==> src/rtl/stage_seq_pkg.sv <==
// Shared types and default sizing for the stage sequencer.
package stage_seq_pkg;

  typedef enum logic [1:0] {
    HOLD   = 2'd0,
    RUN    = 2'd1,
    HALTED = 2'd2
  } seq_state_e;

  localparam int unsigned DEF_NUM_STAGES   = 5;
  localparam int unsigned DEF_RESET_CYCLES = 2;
  localparam int unsigned DEF_COUNT_WIDTH  = 32;

endpackage

==> src/rtl/stage_sequencer_if.sv <==
// Control bundle between the stage sequencer and the datapath it drives.
interface stage_sequencer_if
  import stage_seq_pkg::*;
#(
  parameter int unsigned NUM_STAGES  = DEF_NUM_STAGES,
  parameter int unsigned COUNT_WIDTH = DEF_COUNT_WIDTH
) ();

  logic [NUM_STAGES-1:0]         stage_ready;
  logic                          halt;
  logic                          flush;
  logic                          stage_reset_n;
  logic [NUM_STAGES-1:0]         stage_wren;
  logic                          pc_wren;
  logic                          ram_wren;
  logic                          reg_wren;
  logic [$clog2(NUM_STAGES)-1:0] active_stage;
  logic                          running;
  logic [COUNT_WIDTH-1:0]        retired_count;

  // Sequencer side
  modport master (
    input  stage_ready, halt, flush,
    output stage_reset_n, stage_wren, pc_wren, ram_wren, reg_wren,
           active_stage, running, retired_count
  );

  // Datapath side
  modport slave (
    output stage_ready, halt, flush,
    input  stage_reset_n, stage_wren, pc_wren, ram_wren, reg_wren,
           active_stage, running, retired_count
  );

endinterface

==> src/rtl/stage_sequencer.sv <==
// Stage sequencer: steps a multi-cycle or pipelined datapath through its stages
// and produces the register/commit write strobes.
module stage_sequencer
  import stage_seq_pkg::*;
#(
  parameter int unsigned NUM_STAGES   = DEF_NUM_STAGES,
  parameter bit          PIPELINED    = 1'b0,
  parameter int unsigned MEM_STAGE    = NUM_STAGES - 2,
  parameter int unsigned RESET_CYCLES = DEF_RESET_CYCLES,
  parameter int unsigned COUNT_WIDTH  = DEF_COUNT_WIDTH
) (
  input logic               clk,
  input logic               reset_n,
  stage_sequencer_if.master bus
);

  localparam int unsigned     SW        = $clog2(NUM_STAGES);
  localparam logic [SW-1:0]   LAST      = SW'(NUM_STAGES - 1);
  localparam logic [3:0]      HOLD_LAST = 4'(RESET_CYCLES - 1);

  seq_state_e             state_q, state_d;
  logic [3:0]             hold_q, hold_d;
  logic [SW-1:0]          s_q, s_d, s_adv;
  logic                   halt_q, halt_d;
  logic [COUNT_WIDTH-1:0] retired_q;

  logic                   in_run, adv, retire, boundary, mem_hit, last_hit;
  logic [NUM_STAGES-1:0]  wren;

  assign in_run = (state_q == RUN);

  generate
    if (PIPELINED == 1'b0) begin : g_seq
      localparam logic [SW-1:0] MEM_S = SW'(MEM_STAGE);

      always_comb begin
        adv      = in_run & bus.stage_ready[s_q] & ~bus.flush;
        wren     = '0;
        if (adv) wren[s_q] = 1'b1;
        mem_hit  = adv & (s_q == MEM_S);
        last_hit = adv & (s_q == LAST);
        retire   = last_hit;
        boundary = last_hit;
        s_adv    = (s_q == LAST) ? '0 : s_q + 1'b1;
      end
    end else begin : g_pipe
      logic [SW-1:0] fill_q;

      always_comb begin
        adv      = in_run & (&bus.stage_ready) & ~bus.flush;
        wren     = {NUM_STAGES{adv}};
        mem_hit  = adv;
        last_hit = adv;
        retire   = adv & (fill_q == LAST);
        boundary = 1'b1;
        s_adv    = '0;
      end

      // Held at zero outside RUN so every RUN entry starts a fresh fill.
      always_ff @(posedge clk or negedge reset_n) begin
        if (!reset_n) begin
          fill_q <= '0;
        end else if (!in_run || bus.flush) begin
          fill_q <= '0;
        end else if (adv && (fill_q != LAST)) begin
          fill_q <= fill_q + 1'b1;
        end
      end
    end
  endgenerate

  always_comb begin
    state_d = state_q;
    hold_d  = hold_q;
    s_d     = s_q;
    halt_d  = halt_q;
    unique case (state_q)
      HOLD: begin
        s_d    = '0;
        halt_d = 1'b0;
        if (hold_q == HOLD_LAST) begin
          state_d = RUN;
          hold_d  = '0;
        end else begin
          hold_d = hold_q + 1'b1;
        end
      end
      RUN: begin
        halt_d = halt_q | bus.halt;
        if (bus.flush)  s_d = '0;
        else if (adv)   s_d = s_adv;
        // A flush is an instruction boundary too, so a pending halt takes it.
        if ((halt_q | bus.halt) && (bus.flush || boundary)) state_d = HALTED;
      end
      HALTED: begin
        s_d = '0;
        if (!bus.halt) begin
          state_d = RUN;
          halt_d  = 1'b0;
        end
      end
      default: state_d = HOLD;
    endcase
  end

  always_ff @(posedge clk or negedge reset_n) begin
    if (!reset_n) begin
      state_q   <= HOLD;
      hold_q    <= '0;
      s_q       <= '0;
      halt_q    <= 1'b0;
      retired_q <= '0;
    end else begin
      state_q <= state_d;
      hold_q  <= hold_d;
      s_q     <= s_d;
      halt_q  <= halt_d;
      if (retire) retired_q <= retired_q + 1'b1;
    end
  end

  assign bus.stage_reset_n = (state_q != HOLD);
  assign bus.running       = in_run;
  assign bus.stage_wren    = wren;
  assign bus.ram_wren      = mem_hit;
  assign bus.pc_wren       = last_hit;
  assign bus.reg_wren      = last_hit;
  assign bus.active_stage  = s_q;
  assign bus.retired_count = retired_q;

endmodule

==> src/flat_wrapper.sv <==
// flat-port wrapper written by rule: the top's interface ports become plain ports
module stage_sequencer_flat import stage_seq_pkg::*;
#(
  parameter int unsigned NUM_STAGES   = DEF_NUM_STAGES,
  parameter bit          PIPELINED    = 1'b0,
  parameter int unsigned MEM_STAGE    = NUM_STAGES - 2,
  parameter int unsigned RESET_CYCLES = DEF_RESET_CYCLES,
  parameter int unsigned COUNT_WIDTH  = DEF_COUNT_WIDTH
)
  (clk, reset_n, bus_stage_ready, bus_halt, bus_flush, bus_stage_reset_n, bus_stage_wren, bus_pc_wren, bus_ram_wren, bus_reg_wren, bus_active_stage, bus_running, bus_retired_count);
  stage_sequencer_if #(.NUM_STAGES(NUM_STAGES), .COUNT_WIDTH(COUNT_WIDTH)) bus_i ();
  input logic clk;
  input logic reset_n;
  input wire logic [$bits(bus_i.stage_ready)-1:0] bus_stage_ready;
  input wire logic [$bits(bus_i.halt)-1:0] bus_halt;
  input wire logic [$bits(bus_i.flush)-1:0] bus_flush;
  output wire logic [$bits(bus_i.stage_reset_n)-1:0] bus_stage_reset_n;
  output wire logic [$bits(bus_i.stage_wren)-1:0] bus_stage_wren;
  output wire logic [$bits(bus_i.pc_wren)-1:0] bus_pc_wren;
  output wire logic [$bits(bus_i.ram_wren)-1:0] bus_ram_wren;
  output wire logic [$bits(bus_i.reg_wren)-1:0] bus_reg_wren;
  output wire logic [$bits(bus_i.active_stage)-1:0] bus_active_stage;
  output wire logic [$bits(bus_i.running)-1:0] bus_running;
  output wire logic [$bits(bus_i.retired_count)-1:0] bus_retired_count;
  assign bus_i.stage_ready = bus_stage_ready;
  assign bus_i.halt = bus_halt;
  assign bus_i.flush = bus_flush;
  assign bus_stage_reset_n = bus_i.stage_reset_n;
  assign bus_stage_wren = bus_i.stage_wren;
  assign bus_pc_wren = bus_i.pc_wren;
  assign bus_ram_wren = bus_i.ram_wren;
  assign bus_reg_wren = bus_i.reg_wren;
  assign bus_active_stage = bus_i.active_stage;
  assign bus_running = bus_i.running;
  assign bus_retired_count = bus_i.retired_count;
  stage_sequencer #(.NUM_STAGES(NUM_STAGES), .PIPELINED(PIPELINED), .MEM_STAGE(MEM_STAGE), .RESET_CYCLES(RESET_CYCLES), .COUNT_WIDTH(COUNT_WIDTH)) u_core (.clk(clk), .reset_n(reset_n), .bus(bus_i));
endmodule
==> config.mk <==
export PLATFORM = sky130hd
export DESIGN_NAME = stage_sequencer_flat
export DESIGN_NICKNAME = d
export VERILOG_FILES = /design/src/rtl/stage_seq_pkg.sv /design/src/rtl/stage_sequencer_if.sv /design/src/rtl/stage_sequencer.sv /design/src/flat_wrapper.sv
export SDC_FILE = /design/constraint.sdc
export NUM_CORES = 1
export LEC_CHECK = 0
export BUFFER_PORTS_ARGS = -buffer_cell sky130_fd_sc_hd__buf_2
export CAP_MARGIN = 15
export CORE_AREA = 5 5 79 81
export CTS_BUF_LIST = sky130_fd_sc_hd__clkbuf_2 sky130_fd_sc_hd__clkbuf_4 sky130_fd_sc_hd__clkbuf_8
export CTS_CLUSTER_SIZE = 20
export DETAILED_ROUTE_END_ITERATION = 10
export DIE_AREA = 0 0 84 86
export GPL_ROUTABILITY_DRIVEN = 0
export GPL_TIMING_DRIVEN = 0
export SLEW_MARGIN = 20
export SYNTH_ARGS = -nofsm -noshare
export SYNTH_HDL_FRONTEND = slang
export SYNTH_SLANG_ARGS = --single-unit
==> constraint.sdc <==
create_clock -name clk -period 2.4 [get_ports clk]
set_input_delay 0.24 -clock clk [delete_from_list [all_inputs] [get_ports clk]]
set_output_delay 0.24 -clock clk [all_outputs]
set_load 0.05 [all_outputs]
* Word-level counts from Yosys, hierarchy flattened
Index checks and enable logic that the tools add are counted.
Operators by class: add/subtract/negate cells 3, magnitude comparators 2, multiplexer cells 16, reductions and logical operators 11, eq/ne operators 9, bitwise operators 6
Operators by type and width (number):
- adder 32 x 1 -> 32 bit, second input constant | 1
- 2-to-1 mux 3 bit | 3
- 2-to-1 mux 2 bit | 3
- one-hot mux 2 bit (3 select lines) | 1
- one-hot mux 3 bit (2 select lines) | 1
- 2-to-1 mux 5 bit | 1
- adder 4 x 1 -> 4 bit, second input constant | 1
- AND 1 bit | 4
- equality test 4 x 1 -> 1 bit, second input constant | 1
- < comparator 3 x 4 -> 1 bit, second input constant | 1
- 2-to-1 mux 4 bit | 1
- inequality test 2 bit, second input constant | 2
- AND reduction 2 bit | 2
- nonzero test 2 bit | 2
- adder 3 x 1 -> 3 bit, second input constant | 1
- binary-select mux 1 bit (select 3 bit) | 1
- demux 1 bit (select 3 bit) | 1
- equality test 3 x 2 -> 1 bit, second input constant | 1
- equality test 3 bit, second input constant | 1
- >= comparator 3 x 1 -> 1 bit, second input constant | 1
- 2-to-1 mux 1 bit | 3
- inequality test 3 bit, second input constant | 1
- one-hot mux 1 bit (3 select lines) | 1
- AND reduction 3 bit | 1
- other kinds (10) | 11
Storage, ports and cells: logic and storage cells 52, output and inout port bits 45, register bits 42

* Depth between registers and ports, before layout
depth after elaboration 9, mapped depth 9, gate-level depth less buffers 7

* Worst setup path after synthesis
OpenSTA, ideal clock, no wires.
path type reg2out, start reg u_core.state_q[1], end out bus_stage_wren[0], cell stages (with the launch flop) 6, slack -0.626 ns, data required time 2.160 ns, buffers on the path 1, arrival 2.786 ns, path through dfrtp_1 -> clkbuf_1 -> nand2b_1 -> inv_1 -> nand2b_1 -> nor4_1
On the way: longest elaborated chain between the ends 4
RTL lines:
- from (decl) | RTL line stage_sequencer.sv:21 | seq_state_e state_q, state_d;
- from (signal assigned) | RTL line stage_sequencer.sv:114 | state_q <= state_d;
- equality test 2 x 1 -> 1 bit | RTL line stage_sequencer.sv:30 | assign in_run = (state_q == RUN);
- net bus_running | RTL line flat_wrapper.sv:23 | output wire logic [$bits(bus_i.running)-1:0] bus_running;
- AND 1 bit (2 in series) | RTL line stage_sequencer.sv:37 | adv = in_run & bus.stage_ready[s_q] & ~bus.flush;
- 2-to-1 mux 5 bit | RTL line stage_sequencer.sv:39 | if (adv) wren[s_q] = 1'b1;
- to (decl) | RTL line flat_wrapper.sv:18 | output wire logic [$bits(bus_i.stage_wren)-1:0] bus_stage_wren;
The timed path passes the listed nets, and every way through them passes these cells.

* Final worst setup path
start reg u_core.s_q[0] (netlist: u_core.bus.active_stage[0]), end reg u_core.retired_q[23] (netlist: u_core.bus.retired_count[23])
On the way: longest elaborated chain between the ends 5, elaborated cells between the ends (all ways) 6
RTL lines:
- from (decl) | RTL line stage_sequencer.sv:23 | logic [SW-1:0] s_q, s_d, s_adv;
- from (signal assigned) | RTL line stage_sequencer.sv:110 | s_q <= '0;
- from (signal assigned) | RTL line stage_sequencer.sv:116 | s_q <= s_d;
- binary-select mux 1 bit (select 3 bit) | RTL line stage_sequencer.sv:37
- 2-to-1 mux 1 bit (implied by the code) | RTL line stage_sequencer.sv:37
- AND 1 bit (2 in series) | RTL line stage_sequencer.sv:37
- AND 1 bit (*) | RTL line stage_sequencer.sv:41 | last_hit = adv & (s_q == LAST);
- to (signal assigned) | RTL line stage_sequencer.sv:118 | if (retire) retired_q <= retired_q + 1'b1;
- to (decl) | RTL line stage_sequencer.sv:25 | logic [COUNT_WIDTH-1:0] retired_q;
Mark *: on every way between the ends. The rest lies on a longest branch, timed or not. The select of a mux whose other input is x is not followed. A chain may end at the register's enable or synchronous reset.

==> results by group <==
Setup path
  • Startpoint types: flop
  • CP required: 2.59 ns
  • Crit Path Max Fanout: 7
  • CP arrival: 2.51 ns
  • CP Capture Type: flop
  • Critical path class: flop to flop

Global route
  • Total congestion overflow: 0
  • Total GRT Usage: 12.9%
  • Vias in the first global route: 1658
  • First-pass GRT wire length: 7.61 mm
  • Antenna violations before repair: 0
  • Largest net degree at the start of global routing: 43

Yosys
  • Yosys warns: 0
  • Mux share of post-synthesis cell area: 1.02%
  • Synth Register Bits: 42
  • Share of the synthesized area in the top cell type: 50.4%
  • Syn Std Cell Area: 0.00209 sq mm
  • Top cell type by total area after synthesis: dfrtp_1
  • XOR/XNOR Fraction of Synth Area: 14.6%
  • Yosys cell types: 40
  • Mean Syn Cell Area: 10.5 sq um
  • Sequential share of the synthesized area: 50.4%
  • Syn Inst Count: 199
  • Synth Area in Compound Gates: 4.80%
  • Syn nets: 212
  • Post-synthesis adder-cell area fraction: 2.40%
  • Simple-Gate Fraction of Synth Area: 22.6%
  • Cells taking the most area after synthesis: dfrtp_1 50%, xnor2_1 11%, nand2_1 3.4%, nand4_1 3.3%, xor2_1 2.9%
  • Largest family of logic cells by synthesized area: simple AND/OR/NAND/NOR gates

STA
  • Clock period minus worst slack: 2.32 ns
  • Final setup fails: 0
  • RSZ-0062 raised after global routing: true
  • Rel. slew slack: 58.9%
  • Fmax: 432 MHz
  • Hold Fails Final Rpt: 0
  • Final max-slew violation count: 0
  • Period utilisation layout: 96.5%
  • Transition time at the pin with the least slew margin: 0.611 ns
  • Clk_skew: 0.0119 ns

CTS
  • Clk buf depth: 2
  • Latest clock arrival within the worst-skew pair: 0.30 ns
  • H-tree depth: 2
  • CTS tree: done
  • Worst-path clk slew: 0.09 ns
  • Sink Count: 42
  • Root Buffer: clkbuf_8
  • CTS Buf Count: 5

Layout
  • Most frequent cells in the layout: 50 x buf_2, 40 x dfrtp_1, 26 x xnor2_1, 18 x nand2_1
  • Fin util: 48.7%
  • Fill count: 534
  • Ant. Diodes: 0
  • Syn-to-layout area delta: 26.2%
  • Most common cell after layout, fill and taps aside: buf_2
  • Final net count: 278
  • Final Cell Area: 0.00263 sq mm
  • Share of layout cells above drive strength 1: 35.0%

Die
  • Core Region: 0.00541 sq mm
  • Site Rows: 27
  • Initial Util: 38.6%
  • Die span in y: 86 um
  • Die width: 84 um
  • Die area: 0.00722 sq mm
  • # IOs: 54

Power
  • Power per Cell Area: 642 mW/mm^2
  • Worst vdd ir: 0.756 mV
  • Pleak: 1.29 nW

Placed design
  • Area after DPL: 0.00247 sq mm
  • DP Wirelength: 3.21 mm
  • Port Buffers: 53

Detailed routing
  • DR iter-0 viols: 41
  • Vias: 1634
  • Via density: 4.83
  • WL/cell: 13.0 um
  • Post-route ant nets: 0
  • DRC violations left: 0
  • DR pass1 iterations: 4
  • Post-Route WL: 4.38 mm

Min path
  • Hold crit path type: input pin to flop

Outcome
  • Status: finished, final reports clean

Job
  • Max-cap violations: 0
[sequential cells by signal (all words and copies together), names as in the netlist]
name	count
u_core.bus.retired_count	32
u_core.hold_q	4
u_core.bus.active_stage	3
u_core.state_q	2
u_core.halt_q	1
[synth_stat cells]
| library cell | instances |
|---|---|
| o32ai_1 | 2 |
| a22oi_1 | 1 |
| nand4_1 | 11 |
| nor4_1 | 5 |
| o211ai_1 | 2 |
| clkbuf_1 | 3 |
| dfrtp_1 | 42 |
| inv_1 | 12 |
| nor2_1 | 11 |
| clkbuf_2 | 1 |
| nor3_1 | 6 |
| or4_1 | 1 |
| nand3b_1 | 2 |
| xnor2_2 | 1 |
| nor2b_1 | 2 |
| and2_1 | 2 |
| buf_6 | 1 |
| nand2b_1 | 2 |
| o22ai_1 | 1 |
| and3_1 | 1 |
| a21oi_1 | 1 |
| xor2_1 | 7 |
| or4_4 | 1 |
| or3_4 | 2 |
| a21o_1 | 2 |
| o21ai_0 | 5 |
| a31o_2 | 1 |
| and4_1 | 2 |
| nor3_2 | 1 |
| nand3_1 | 11 |
| nand2b_4 | 1 |
| or2_2 | 1 |
| mux2i_1 | 1 |
| ha_1 | 4 |
| nor4bb_1 | 1 |
| mux2_2 | 1 |
| buf_4 | 2 |
| xnor2_1 | 26 |
| nand2_1 | 19 |
| nor4b_2 | 1 |
[repair_timing]
action / CTS / global route
endpoints found under the hold margin: 0 / 42
endpoints found under the setup margin: 2 / 12
hold buffers: 0 / 1
resized for setup: 4 / 5
pin swaps: 2 / 3
setup buffers: 4 / 2
[critical path: stages, from the launching register on]
cell and delay [ns]:
dfrtp_2 0.41, buf_6 0.13, inv_2 0.06, ha_2 0.18
nand2_2 0.07, or4_4 0.53, or3_4 0.35, or3_4 0.34
xnor2_2 0.14
[report_power, final]
part | switching, mW | internal (mW) | total [mW] | leakage (nW)
Clock | 0.261 | 0.205 | 0.466 | 0.0441
Sequential | 0.0334 | 0.746 | 0.779 | 0.567
Combinational | 0.299 | 0.145 | 0.443 | 0.677
Total | 0.593 | 1.10 | 1.69 | 1.29
[metrics by stage]
stage                     std cells  hold WS [ns]  total power [mW]  TNS [ns]  setup WS, ns
after global routing            338         0.247              1.78   -0.0278       -0.0278
after floorplan                 199       -0.0556              1.11    -0.760        -0.220
after global placement          324         0.445              1.22  -0.00943      -0.00943
after detailed placement        324         0.447              1.22   -0.0218       -0.0218
after CTS                       335         0.115              1.71         0       0.00154
final                           338         0.215              1.69         0        0.0846
[final cells by class]
| type | count | area [sq um] | share of cell area [%] |
|---|---|---|---|
| Buffer | 6 | 40.0 | 1.52 |
| Clock buffer | 5 | 68.8 | 2.62 |
| Sequential cell | 42 | 1050 | 40.0 |
| Inverter | 12 | 45.0 | 1.71 |
| Timing Repair Buffer | 60 | 328 | 12.5 |
| Multi-Input combinational cell | 138 | 985 | 37.4 |
| Clock inverter | 3 | 21.3 | 0.808 |
| Tap cell | 72 | 90.1 | 3.42 |
[worst paths after layout]
| path | startpoint | to | slack, ns | cells after the start |
|---|---|---|---|---|
| max in group asynchronous | reset_n | u_core.bus.active_stage[0] | 1.54 | 2 |
| max | u_core.bus.active_stage[0] | u_core.bus.retired_count[23] | 0.08 | 8 |
| max reg2reg | u_core.bus.active_stage[0] | u_core.bus.retired_count[23] | 0.08 | 8 |
| min reg2reg | u_core.bus.retired_count[31] | u_core.bus.retired_count[31] | 0.48 | 1 |
| min in group asynchronous | reset_n | u_core.bus.retired_count[20] | 0.45 | 2 |
| min | bus_halt | u_core.halt_q | 0.21 | 3 |
[metal layers]
metal	vias to the layer above	wire length, um	global-route usage [%]
li1	815	-	-
met1	764	2020	16.4
met2	48	2010	20.9
met3	7	295	3.84
met4	0	53	4.68
met5	-	0	0
[cell families after synthesis]
family | Yosys count
multiplexers | 2
AO/OA/AOI/OAI | 15
XOR/XNOR | 34
flip-flops | 42
adder cells (fa/ha/maj) | 4
AND/OR/NAND/NOR | 83
buffers and inverters | 19
(Power assumes the default switching activity.)
